[config.mk]
export PLATFORM = sky130hd
export DESIGN_NAME = rst_release_seq_flat
export DESIGN_NICKNAME = d
export VERILOG_FILES = /design/src/rtl/rst_release_seq_if.sv /design/src/rtl/rst_release_seq.sv /design/src/flat_wrapper.sv
export SDC_FILE = /design/constraint.sdc
export NUM_CORES = 1
export LEC_CHECK = 0
export CORE_MARGIN = 3
export CORE_UTILIZATION = 53
export DETAILED_ROUTE_END_ITERATION = 6
export PLACE_DENSITY = 0.75
export SYNTH_ARGS = -nofsm -noshare
export SYNTH_HDL_FRONTEND = slang
export SYNTH_SLANG_ARGS = --single-unit
[constraint.sdc]
create_clock -name clk -period 1.9 [get_ports clk]
set_input_delay 0.19 -clock clk [delete_from_list [all_inputs] [get_ports clk]]
set_output_delay 0.19 -clock clk [all_outputs]
set_load 0.005 [all_outputs]
[src/rtl/rst_release_seq_if.sv]
// ----------------------------------------------------------------------------
// rst_release_seq_if
// Groups the reset sequencer's software handshake and reset outputs.
//   sw_rst_req_i   : software reset request (level)
//   rst_o          : per-domain active-high resets, bit 0 releases first
//   all_released_o : high once every rst_o bit is low
//   sw_rst_ack_o   : one-cycle pulse when a software sequence completes
// master: the consumer/requester side; slave: the sequencer itself.
// ----------------------------------------------------------------------------
interface rst_release_seq_if #(
  parameter int NUM_DOMAINS = 4
);
  logic                   sw_rst_req_i;
  logic [NUM_DOMAINS-1:0] rst_o;
  logic                   all_released_o;
  logic                   sw_rst_ack_o;

  modport master (
    output sw_rst_req_i,
    input  rst_o,
    input  all_released_o,
    input  sw_rst_ack_o
  );

  modport slave (
    input  sw_rst_req_i,
    output rst_o,
    output all_released_o,
    output sw_rst_ack_o
  );
endinterface

[src/rtl/rst_release_seq.sv]
// ----------------------------------------------------------------------------
// rst_release_seq
// Reset sequencer: takes the raw async active-high system reset and produces
// NUM_DOMAINS reset lines that assert asynchronously and release synchronously
// one at a time (bit 0 first), GAP_CYCLES apart, after a HOLD_CYCLES hold.
// A software request re-runs the same release sequence without system reset.
//
// Ports:
//   clk : clock, all state on rising edge
//   rst : asynchronous active-high system reset
//   bus : rst_release_seq_if.slave (sw_rst_req_i, rst_o, all_released_o,
//         sw_rst_ack_o)
//
// Build option: define RST_SEQ_SW_RST_EN to include the software reset path
// (SWRST state, software flag, ack pulse). Without it the request input is
// ignored, the ack output is tied low and RUN is terminal until rst.
// ----------------------------------------------------------------------------
module rst_release_seq #(
  parameter int NUM_DOMAINS = 4,
  parameter int SYNC_STAGES = 2,
  parameter int HOLD_CYCLES = 8,
  parameter int GAP_CYCLES  = 4
) (
  input  logic             clk,
  input  logic             rst,
  rst_release_seq_if.slave bus
);

  localparam int HOLD_W = $clog2(HOLD_CYCLES + 1);
  localparam int GAP_W  = $clog2(GAP_CYCLES + 1);
  localparam int IDX_W  = (NUM_DOMAINS > 1) ? $clog2(NUM_DOMAINS) : 1;

  localparam logic [HOLD_W-1:0] HOLD_MAX = HOLD_W'(HOLD_CYCLES);
  localparam logic [GAP_W-1:0]  GAP_MAX  = GAP_W'(GAP_CYCLES);
  localparam logic [IDX_W-1:0]  IDX_LAST = IDX_W'(NUM_DOMAINS - 1);

  typedef enum logic [1:0] {
    S_HOLD    = 2'd0,
    S_RELEASE = 2'd1,
    S_RUN     = 2'd2,
    S_SWRST   = 2'd3
  } state_t;

  state_t                 state_q, state_d;
  logic [SYNC_STAGES-1:0] sync_q;
  logic [HOLD_W-1:0]      hold_q, hold_d, hold_inc;
  logic [GAP_W-1:0]       gap_q, gap_d, gap_inc;
  logic [IDX_W-1:0]       idx_q, idx_d;
  logic [NUM_DOMAINS-1:0] rst_q, rst_d;
  logic                   all_rel_q, all_rel_d;
  logic                   rst_sync;

  // Deassert synchronizer: async-set by rst, shifts zeros in once rst drops.
  always_ff @(posedge clk or posedge rst) begin
    if (rst) sync_q <= '1;
    else     sync_q <= {sync_q[SYNC_STAGES-2:0], 1'b0};
  end

  assign rst_sync = sync_q[SYNC_STAGES-1];
  assign hold_inc = hold_q + HOLD_W'(1);
  assign gap_inc  = gap_q + GAP_W'(1);

`ifdef RST_SEQ_SW_RST_EN
  logic sw_flag_q, sw_flag_d;
  logic ack_q, ack_d;
`else
  logic unused_sw_req;
  assign unused_sw_req = bus.sw_rst_req_i;
`endif

  // State and output registers; rst_o comes straight from async-set flops so
  // assertion has no combinational path.
  always_ff @(posedge clk or posedge rst) begin
    if (rst) begin
      state_q   <= S_HOLD;
      hold_q    <= '0;
      gap_q     <= '0;
      idx_q     <= '0;
      rst_q     <= '1;
      all_rel_q <= 1'b0;
`ifdef RST_SEQ_SW_RST_EN
      sw_flag_q <= 1'b0;
      ack_q     <= 1'b0;
`endif
    end else begin
      state_q   <= state_d;
      hold_q    <= hold_d;
      gap_q     <= gap_d;
      idx_q     <= idx_d;
      rst_q     <= rst_d;
      all_rel_q <= all_rel_d;
`ifdef RST_SEQ_SW_RST_EN
      sw_flag_q <= sw_flag_d;
      ack_q     <= ack_d;
`endif
    end
  end

  always_comb begin
    state_d   = state_q;
    hold_d    = hold_q;
    gap_d     = gap_q;
    idx_d     = idx_q;
    rst_d     = rst_q;
    all_rel_d = all_rel_q;
`ifdef RST_SEQ_SW_RST_EN
    sw_flag_d = sw_flag_q;
    ack_d     = 1'b0;
`endif
    case (state_q)
      S_HOLD: begin
        if (!rst_sync) begin
          hold_d = hold_inc;
          if (hold_inc == HOLD_MAX) begin
            state_d = S_RELEASE;
            gap_d   = '0;
            idx_d   = '0;
          end
        end
      end
      S_RELEASE: begin
        gap_d = gap_inc;
        if (gap_inc == GAP_MAX) begin
          gap_d        = '0;
          rst_d[idx_q] = 1'b0;
          idx_d        = idx_q + IDX_W'(1);
          if (idx_q == IDX_LAST) begin
            state_d   = S_RUN;
            all_rel_d = 1'b1;
`ifdef RST_SEQ_SW_RST_EN
            // Only a software-started sequence acknowledges on completion.
            if (sw_flag_q) begin
              ack_d     = 1'b1;
              sw_flag_d = 1'b0;
            end
`endif
          end
        end
      end
      S_RUN: begin
`ifdef RST_SEQ_SW_RST_EN
        if (bus.sw_rst_req_i) begin
          rst_d     = '1;
          all_rel_d = 1'b0;
          hold_d    = '0;
          sw_flag_d = 1'b1;
          state_d   = S_SWRST;
        end
`endif
      end
      S_SWRST: begin
`ifdef RST_SEQ_SW_RST_EN
        // Saturating hold; leave only once the hold is met and the request
        // has been withdrawn, so a long request stretches the reset.
        if (hold_q != HOLD_MAX) hold_d = hold_inc;
        if ((hold_d == HOLD_MAX) && !bus.sw_rst_req_i) begin
          state_d = S_RELEASE;
          gap_d   = '0;
          idx_d   = '0;
        end
`else
        state_d = S_HOLD;
`endif
      end
      default: state_d = S_HOLD;
    endcase
  end

  assign bus.rst_o          = rst_q;
  assign bus.all_released_o = all_rel_q;
`ifdef RST_SEQ_SW_RST_EN
  assign bus.sw_rst_ack_o   = ack_q;
`else
  assign bus.sw_rst_ack_o   = 1'b0;
`endif

endmodule

[src/flat_wrapper.sv]
// flat-port wrapper written by rule: the top's interface ports become plain ports
module rst_release_seq_flat 
#(
  parameter int NUM_DOMAINS = 4,
  parameter int SYNC_STAGES = 2,
  parameter int HOLD_CYCLES = 8,
  parameter int GAP_CYCLES  = 4
)
  (clk, rst, bus_sw_rst_req_i, bus_rst_o, bus_all_released_o, bus_sw_rst_ack_o);
  rst_release_seq_if #(.NUM_DOMAINS(NUM_DOMAINS)) bus_i ();
  input  logic clk;
  input  logic rst;
  input wire logic [$bits(bus_i.sw_rst_req_i)-1:0] bus_sw_rst_req_i;
  output wire logic [$bits(bus_i.rst_o)-1:0] bus_rst_o;
  output wire logic [$bits(bus_i.all_released_o)-1:0] bus_all_released_o;
  output wire logic [$bits(bus_i.sw_rst_ack_o)-1:0] bus_sw_rst_ack_o;
  assign bus_i.sw_rst_req_i = bus_sw_rst_req_i;
  assign bus_rst_o = bus_i.rst_o;
  assign bus_all_released_o = bus_i.all_released_o;
  assign bus_sw_rst_ack_o = bus_i.sw_rst_ack_o;
  rst_release_seq #(.NUM_DOMAINS(NUM_DOMAINS), .SYNC_STAGES(SYNC_STAGES), .HOLD_CYCLES(HOLD_CYCLES), .GAP_CYCLES(GAP_CYCLES)) u_core (.clk(clk), .rst(rst), .bus(bus_i));
endmodule
**Word level (Yosys, flattened, before mapping)**

Cells that the tools add are included.
Widths: inputs -> output; s select.

- $add $sub $neg: 3
- Magnitude comparators: 2
- Equality and inequality tests: 9
- Multiplexer cells: 15
- Bitwise gates (word level): 3
- Reductions and logical operators: 10

Operators with widths:

| kind | number |
|---|---|
| $mux 2 | 7 |
| $mux 3 | 3 |
| $ne 2x1->1 const B | 3 |
| $pmux 2 s3 | 1 |
| $pmux 3 s2 | 1 |
| $reduce_and 3->1 | 2 |
| $reduce_and 5->1 | 1 |
| $add 4x1->4 const B | 1 |
| $and 4x4->4 | 1 |
| $eq 2x2->1 const B | 2 |
| $eq 4x4->1 const B | 1 |
| $not 4->4 | 1 |
| $pmux 2 s2 | 1 |
| $reduce_and 2->1 | 2 |
| $reduce_and 4->1 | 1 |
| $add 3x1->3 const B | 1 |
| $eq 3x3->1 const B | 1 |
| $lt 2x3->1 const B | 1 |
| $reduce_bool 3->1 | 1 |
| $add 2x1->2 const B | 1 |
| $demux 1 s2 | 1 |
| $eq 2x1->1 const B | 1 |
| $ge 2x1->1 const B | 1 |
| $logic_not 2->1 | 1 |
| 5 further kinds | 5 |

- Bits in registers: 18
- Output and inout bits: 6
- Logic and storage cells: 49

**Logic depth before layout (Yosys ltp)**

Gate-level depths: netlist of run 1.

- Depth after elaboration: 6
- Gate-level depth with buffers: 5

**Worst setup path after synthesis of run 1**

OpenSTA, ideal clock, no wires.

- Path type: register -> register
- Start: register u_core.hold_q[0]
- End: register u_core.idx_q[1]
- Arrival: 1.361 ns
- Data required time: 1.776 ns
- Slack: 0.415 ns
- Stages on the path, launching flop included: 6
- Period minus slack after synthesis: 1.485 ns
- Path through: dfrtp_1 ha_1 nand2_1 a2111oi_4 nor2_2 a211o_1

- Longest elaborated chain between the ends: 4

RTL lines:

| element | line | source |
|---|---|---|
| from (decl) | rst_release_seq.sv:46 | `logic [HOLD_W-1:0] hold_q, hold_d, hold_inc;` |
| from (signal assigned) | rst_release_seq.sv:87 | `hold_q <= hold_d;` |
| $add 4x1->4 | rst_release_seq.sv:60 | `assign hold_inc = hold_q + HOLD_W'(1);` |
| $eq 4x4->1 | rst_release_seq.sv:114 | `if (hold_inc == HOLD_MAX) begin` |
| $ne 2x1->1 (no line) | n/a |  |
| $reduce_and 4->1 (no line) | n/a |  |
| to (signal assigned) | rst_release_seq.sv:89 | `idx_q <= idx_d;` |
| to (decl) | rst_release_seq.sv:48 | `logic [IDX_W-1:0] idx_q, idx_d;` |

Every way passes these cells.
A chain may end at the register's enable or synchronous reset.

**Worst setup path after layout of run 1**

Same ends and word-level chain as after synthesis.

==> impl_results.md, run 1 <==
- CTS tree: built
- Post-synth cell types: 28
- First-pass GRT wire length: between 2000 and 2500 um
- Die X: 46.1 um
- Top Ports: 9
- H-tree Lvls: 1
- CP Capture Type: flip-flop
- # hold bufs at CTS: 0
- Required time worst endpoint: 2090 ps
- DRC violations left: 0
- DIE HEIGHT: 46.1 um
- RSZ-0062 raised after global routing: no
- Vias/cell: 5.49
- Syn avg cell area: roughly 13 um2
- Largest delay share family, worst path: compound AO/OA/AOI/OAI gates
- Row count: 13
- Hold Violations, Final: 0
- Reg-to-reg slack, setup: about 260 ps
- Largest net degree at the start of global routing: 19
- Yosys warns: 0
- Drt first pass iters: 4
- Average wire per standard cell: 14.2 um
- Nets@finish: 89
- Leakage: approximately 0.45 nW
- Initial Util: 60.9%
- IO Port Bufs: 6
- Post-DP Area: about 930 um2
- Pwr dens: roughly 1300 nW/um2
- 1st-iter DRT viols: 7
- Setup Skew: 6.54 ps
- Syn Inst Count: 68
- Top FF cell, synth: dfrtp_1
- Diode count: 0
- Critical path, cell by cell: ha_1 -> nand2_1 -> a2111oi_4 -> nor2_2 -> a211o_1
- Final Slew Violations: 0
- Sequential area share after synthesis: 53.7%
- Run status: completed
- Cell Area, Synth: 852 um2
- Vias: 511
- Layout area overhead: 13.1%
- Max_slew headroom: 56.9%
- Critical Path Start Type: flip-flop
- Core Area: 1400 um2
- GP Congestion: about 0.75
- Final setup viols: 0
- EDFF count, synth: 0
- Post-route ant nets: 0
- Die area: ~2100 um2
- Critical Path AT: 1820 ps
- R2r endpoint: u_core.idx_q[1]
- Total GRT Usage: 16.3%
- Worst reg2reg path depth: 5
- Drt total wl: ~1300 um
- HPWL after DPL: 959 um
- Most frequent cells in the layout: 12 x dfrtp_1, 7 x ha_1, 6 x clkdlybuf4s50_1, 6 x dfstp_2
- Crit path max-delay cell type: dfrtp_1
- Worst Path Buf+Inv: 0
- Yosys reg bits: 18
- Period minus WS final: 1640 ps
- Worst stage delay on the critical path: ~450 ps
- Setup CP Type: reg2reg
- Worst min path class: in2async
- Vias in the first global route: roughly 530
- Post-synth ARST share: 100%
- Period utilization: 86.2%
- Setup bufs post-CTS: 0
- Clk root buf: clkbuf_4
- Max FO, Critical Path: 5
- Initial antenna violation count: 0
- Reg2reg start: u_core.hold_q[0]
- CTS resizes: 0
- Max-Cap Viols: 0
- VDD IR-drop max: 704 uV
- CTS buffer count: 3
- Share of layout cells above drive strength 1: 19.2%
- Commonest non-fill, non-tap cell in the layout: dfrtp_1
- Setup TNS: 0 ps
- Worst skew pair latency: 300 ps
- Grt total ovfl: 0
- F_max: 611 MHz
- Clock slew at the register clock pins of the worst setup and hold paths: 100 ps
- Worst-Margin Slew: roughly 650 ps
- Finished layout cell area: 963 um2
- CTS Sinks: 18
- Clock buffer depth: 2
## layout make-up
cell class                 instances  area (um2)
clock buffer                       4        36.3
fill                             114         435
inverter                           4        15.0
multi-input combinational         46         375
sequential                        18         458
tap                               15        18.8
timing repair buffer               6        60.1
## per-stage QoR
| step | total power [mW] | util (%) | hold WS [ps] | cells | setup slack, ps |
|---|---|---|---|---|---|
| floorplan | 0.929 | - | 124 | 69 | 415 |
| global placement | 1.00 | 66.3 | 346 | 89 | 297 |
| detailed placement | 1.03 | 66.3 | 348 | 89 | 293 |
| CTS | 1.27 | 68.9 | 292 | 93 | 268 |
| global route | 1.37 | 68.9 | 304 | 93 | 123 |
| finish | 1.26 | 68.9 | 265 | 93 | 263 |
## synth_stat cells (4+ instances only)
| cell | count | area share, % |
|---|---|---|
| inv_1 | 4 | 1.8 |
| dfstp_2 | 6 | 19 |
| ha_1 | 7 | 10 |
| a21boi_1 | 4 | 3.5 |
| dfrtp_1 | 12 | 35 |
## per-layer routing
| layer | routed length, um | global-route usage, % |
|---|---|---|
| met1 | 672 | 21.3 |
| met2 | 572 | 23.6 |
| met3 | 62 | 8.20 |
| met4 | 13 | 5.11 |
| met5 | 0 | 0 |
## cell families (layout without fill, tap and decap cells)
logic type / Yosys count / after routing / synth area share, %
other: 1 / 2 / 0.440
muxes: 1 / 1 / 1.32
xor gates and xnor gates: 4 / 4 / 4.11
DFF: 18 / 18 / 53.7
buffers and inverters: 5 / 14 / 2.64
adders and majority gates: 7 / 7 / 10.3
AOI/OAI and AO/OA: 17 / 17 / 17.8
and+or+nand+nor: 15 / 15 / 9.69
## registers in the layout, indices dropped and copies added (netlist names)
register and flops:
u_core.bus.all_released_o 1, u_core.bus.rst_o 4, u_core.gap_q 3, u_core.hold_q 4
u_core.idx_q 2, u_core.state_q 2, u_core.sync_q 2
## where the power goes
part	switching (mW)	leakage, nW	internal (mW)
Sequential	0.107	0.213	0.489
Combinational	0.222	0.218	0.201
Clock	0.119	0.0210	0.117
Total	0.449	0.452	0.807
## worst register-to-register path: stages, from the launching register on
cell,delay (ps)
dfrtp_1,450
ha_1,190
nand2_1,90
a2111oi_4,370
nor2_2,130
a211o_1,310
## worst max-delay path by stage
stage                          start  cells after the start                         to  slack [ps]
global placement    u_core.hold_q[0]                      5            u_core.idx_q[1]         300
finish              u_core.hold_q[0]                      5            u_core.idx_q[1]         260
detailed placement  u_core.hold_q[0]                      5            u_core.idx_q[1]         290
floorplan           u_core.hold_q[0]                      5            u_core.idx_q[1]         420
global route         u_core.gap_q[0]                      5  u_core.bus.all_released_o         120
CTS                 u_core.hold_q[0]                      5            u_core.idx_q[1]         270
Power figures use the tool's default switching activity.
==> run 2: changes to the inputs <==
CORE_MARGIN = 2   (was 3)
==> run 2 against run 1 <==
  * Non-clock buffer count did not move
  * Worst hold slack improved by 9.5 ps
  * Setup slack improved by 13 ps
  * Die area fell by 8.5%
  * Sequential share of layout area fell by 0.062 points
==> impl_results.md, run 2 (same netlist as run 1, synthesis figures left out) <==
- Layout fillers: 127 (+11%)
- Critical Path AT: 1810 ps (about the same)
- Top Ports: 9 (unchanged)
- Most frequent cells in the layout: 12 x dfrtp_1, 7 x ha_1, 6 x clkdlybuf4s50_1, 6 x dfstp_2
- Vias/cell: 5.85 (+6.5%)
- Cells after DPL: 90 (+1.1%)
- Pwr dens: 1290 nW/um2 (-0.93%)
- Period utilization: 85.5% (-0.66 points)
- Share of layout cells above drive strength 1: 19.2% (unchanged)
- Combinational power share: 33.3% (-0.4 points)
- Average wire per standard cell: 14.1 um (-0.84%)
- Die X: 44.1 um (-4.3%)
- F_max: 615 MHz (+0.77%)
- DIE HEIGHT: 44.1 um (-4.3%)
- Max_slew headroom: 55.8% (-1.1 points)
- Vias in the first global route: 555 (+5.3%)
- 1st-iter DRT viols: 17 (+10)
- HPWL after DPL: 903 um (-5.8%)
- Cell Int Power: 0.807 mW (about the same)
- Initial antenna violation count: 0 (unchanged)
- Grt total ovfl: 0 (unchanged)
- Layout area overhead: 13.2%
- Sw Pwr: 0.439 mW (-2.2%)
- Final Slew Violations: 0 (unchanged)
- Final setup viols: 0 (unchanged)
- Row count: 14 (+1)
- Worst-Margin Slew: 662 ps (+15.9 ps)
- Core Area: 1510 um2 (+7.7%)
- Reg-to-reg slack, setup: 280 ps (about the same)
- Leakage: 0.452 nW (unchanged)
- Hold Violations, Final: 0 (unchanged)
- CTS tree: built
- CTS Sinks: 18 (unchanged)
- H-tree Lvls: 1 (unchanged)
- Critical Path Start Type: flip-flop
- Setup TNS: 0 ps (unchanged)
- Required time worst endpoint: 2090 ps (about the same)
- Clock power frac: 18.8% (about the same)
- Setup bufs post-CTS: 0 (unchanged)
- DRC violations left: 0 (unchanged)
- Total GRT Usage: 17.4% (+1.0 points)
- Largest net degree at the start of global routing: 19 (unchanged)
- RSZ-0062 raised after global routing: no
- Setup CP Type: reg2reg
- First-pass GRT wire length: 2370 um (+0.60%)
- Die area: 1940 um2 (-8.5%)
- VDD IR-drop max: 627 uV (-11%)
- Worst min path class: in2async
- Sequential Power Share: 47.9% (+0.4 points)
- CP Capture Type: flip-flop
- GP Congestion: 0.733 (-2.8%)
- Vias: 550 (+7.6%)
- # hold bufs at CTS: 0 (unchanged)
- Diode count: 0 (unchanged)
- Fin util: 64.0% (-4.8 points)
- Nets@finish: 89 (unchanged)
- Post-route ant nets: 0 (unchanged)
- CTS resizes: 0 (unchanged)
- Setup Skew: 3.66 ps (-2.88 ps)
- Drt first pass iters: 5 (+1)
- Max FO, Critical Path: 5 (unchanged)
- Worst skew pair latency: 290 ps (about the same)
- IO Port Bufs: 6 (unchanged)
- Clock buffer depth: 2 (unchanged)
- Sw frac: 35.2% (-0.49 points)
- Period minus WS final: 1620 ps (-12.5 ps)
- Clock slew at the register clock pins of the worst setup and hold paths: 100 ps (about the same)
- Fin cells: 94 (+1.1%)
- Initial Util: 56.6% (-4.4 points)
- Max-Cap Viols: 0 (unchanged)
- Drt total wl: 1320 um (+0.23%)
- Clk root buf: clkbuf_4
- Run status: completed
- Commonest non-fill, non-tap cell in the layout: dfrtp_1
- CTS buffer count: 3 (unchanged)
[run 2: cell counts in the layout (fill, tap and decap cells not counted)]
Identical to the previous run, type by type.
[run 2: metal layers]
| layer | global-route usage [%] | vias to the layer above | routed length (um) |
|---|---|---|---|
| li1 | - | 260 | - |
| met1 | 21.9 | 272 | 604 |
| met2 | 27.4 | 13 | 645 |
| met3 | 3.67 | 5 | 37 |
| met4 | 10.9 | 0 | 35 |
| met5 | 0 | - | 0 |
[run 2: worst paths after layout]
path,startpoint,cells past startpoint,to
min in group clk,u_core.sync_q[0],0,u_core.sync_q[1]
hold / removal,rst,2,u_core.bus.all_released_o
setup reg to reg,u_core.hold_q[0],5,u_core.idx_q[1]
setup / recovery,u_core.hold_q[0],5,u_core.idx_q[1]
max in group asynchronous,rst,2,u_core.gap_q[2]
hold reg to reg,u_core.sync_q[0],0,u_core.sync_q[1]
[run 2: power groups by stage]
stage / Sequential [mW] / Combinational (mW) / Clock [mW]
3_3_place_gp: 0.595 / 0.406 / 0
5_1_grt: 0.612 / 0.488 / 0.252
3_5_place_dp: 0.604 / 0.418 / 0
4_1_cts: 0.596 / 0.420 / 0.244
6_report: 0.596 / 0.415 / 0.235
2_1_floorplan: 0.576 / 0.353 / 0
[run 2: worst max-delay path, cell delays in order (launching register included)]
cell	delay [ps]
dfrtp_1	440
ha_1	200
nand2_1	90
a2111oi_4	370
nor2_2	120
a211o_1	300
[run 2: area by class of cell]
class	count	area (um2)	share of cell area, %
tap	16	20.0	2.08
multi-input combinational	46	375	38.9
clock buffer	4	36.3	3.76
sequential	18	458	47.5
inverter	4	15.0	1.56
timing repair buffer	6	60.1	6.23
[run 2: through the flow]
step / cell area [um2] / total power, mW / setup slack (ps) / hold slack (ps)
floorplan: 856 / 0.929 / 415 / 124
global placement: 928 / 1.00 / 304 / 346
detailed placement: 928 / 1.02 / 297 / 348
CTS: 965 / 1.26 / 270 / 301
global route: 965 / 1.35 / 120 / 343
finish: 965 / 1.25 / 275 / 275
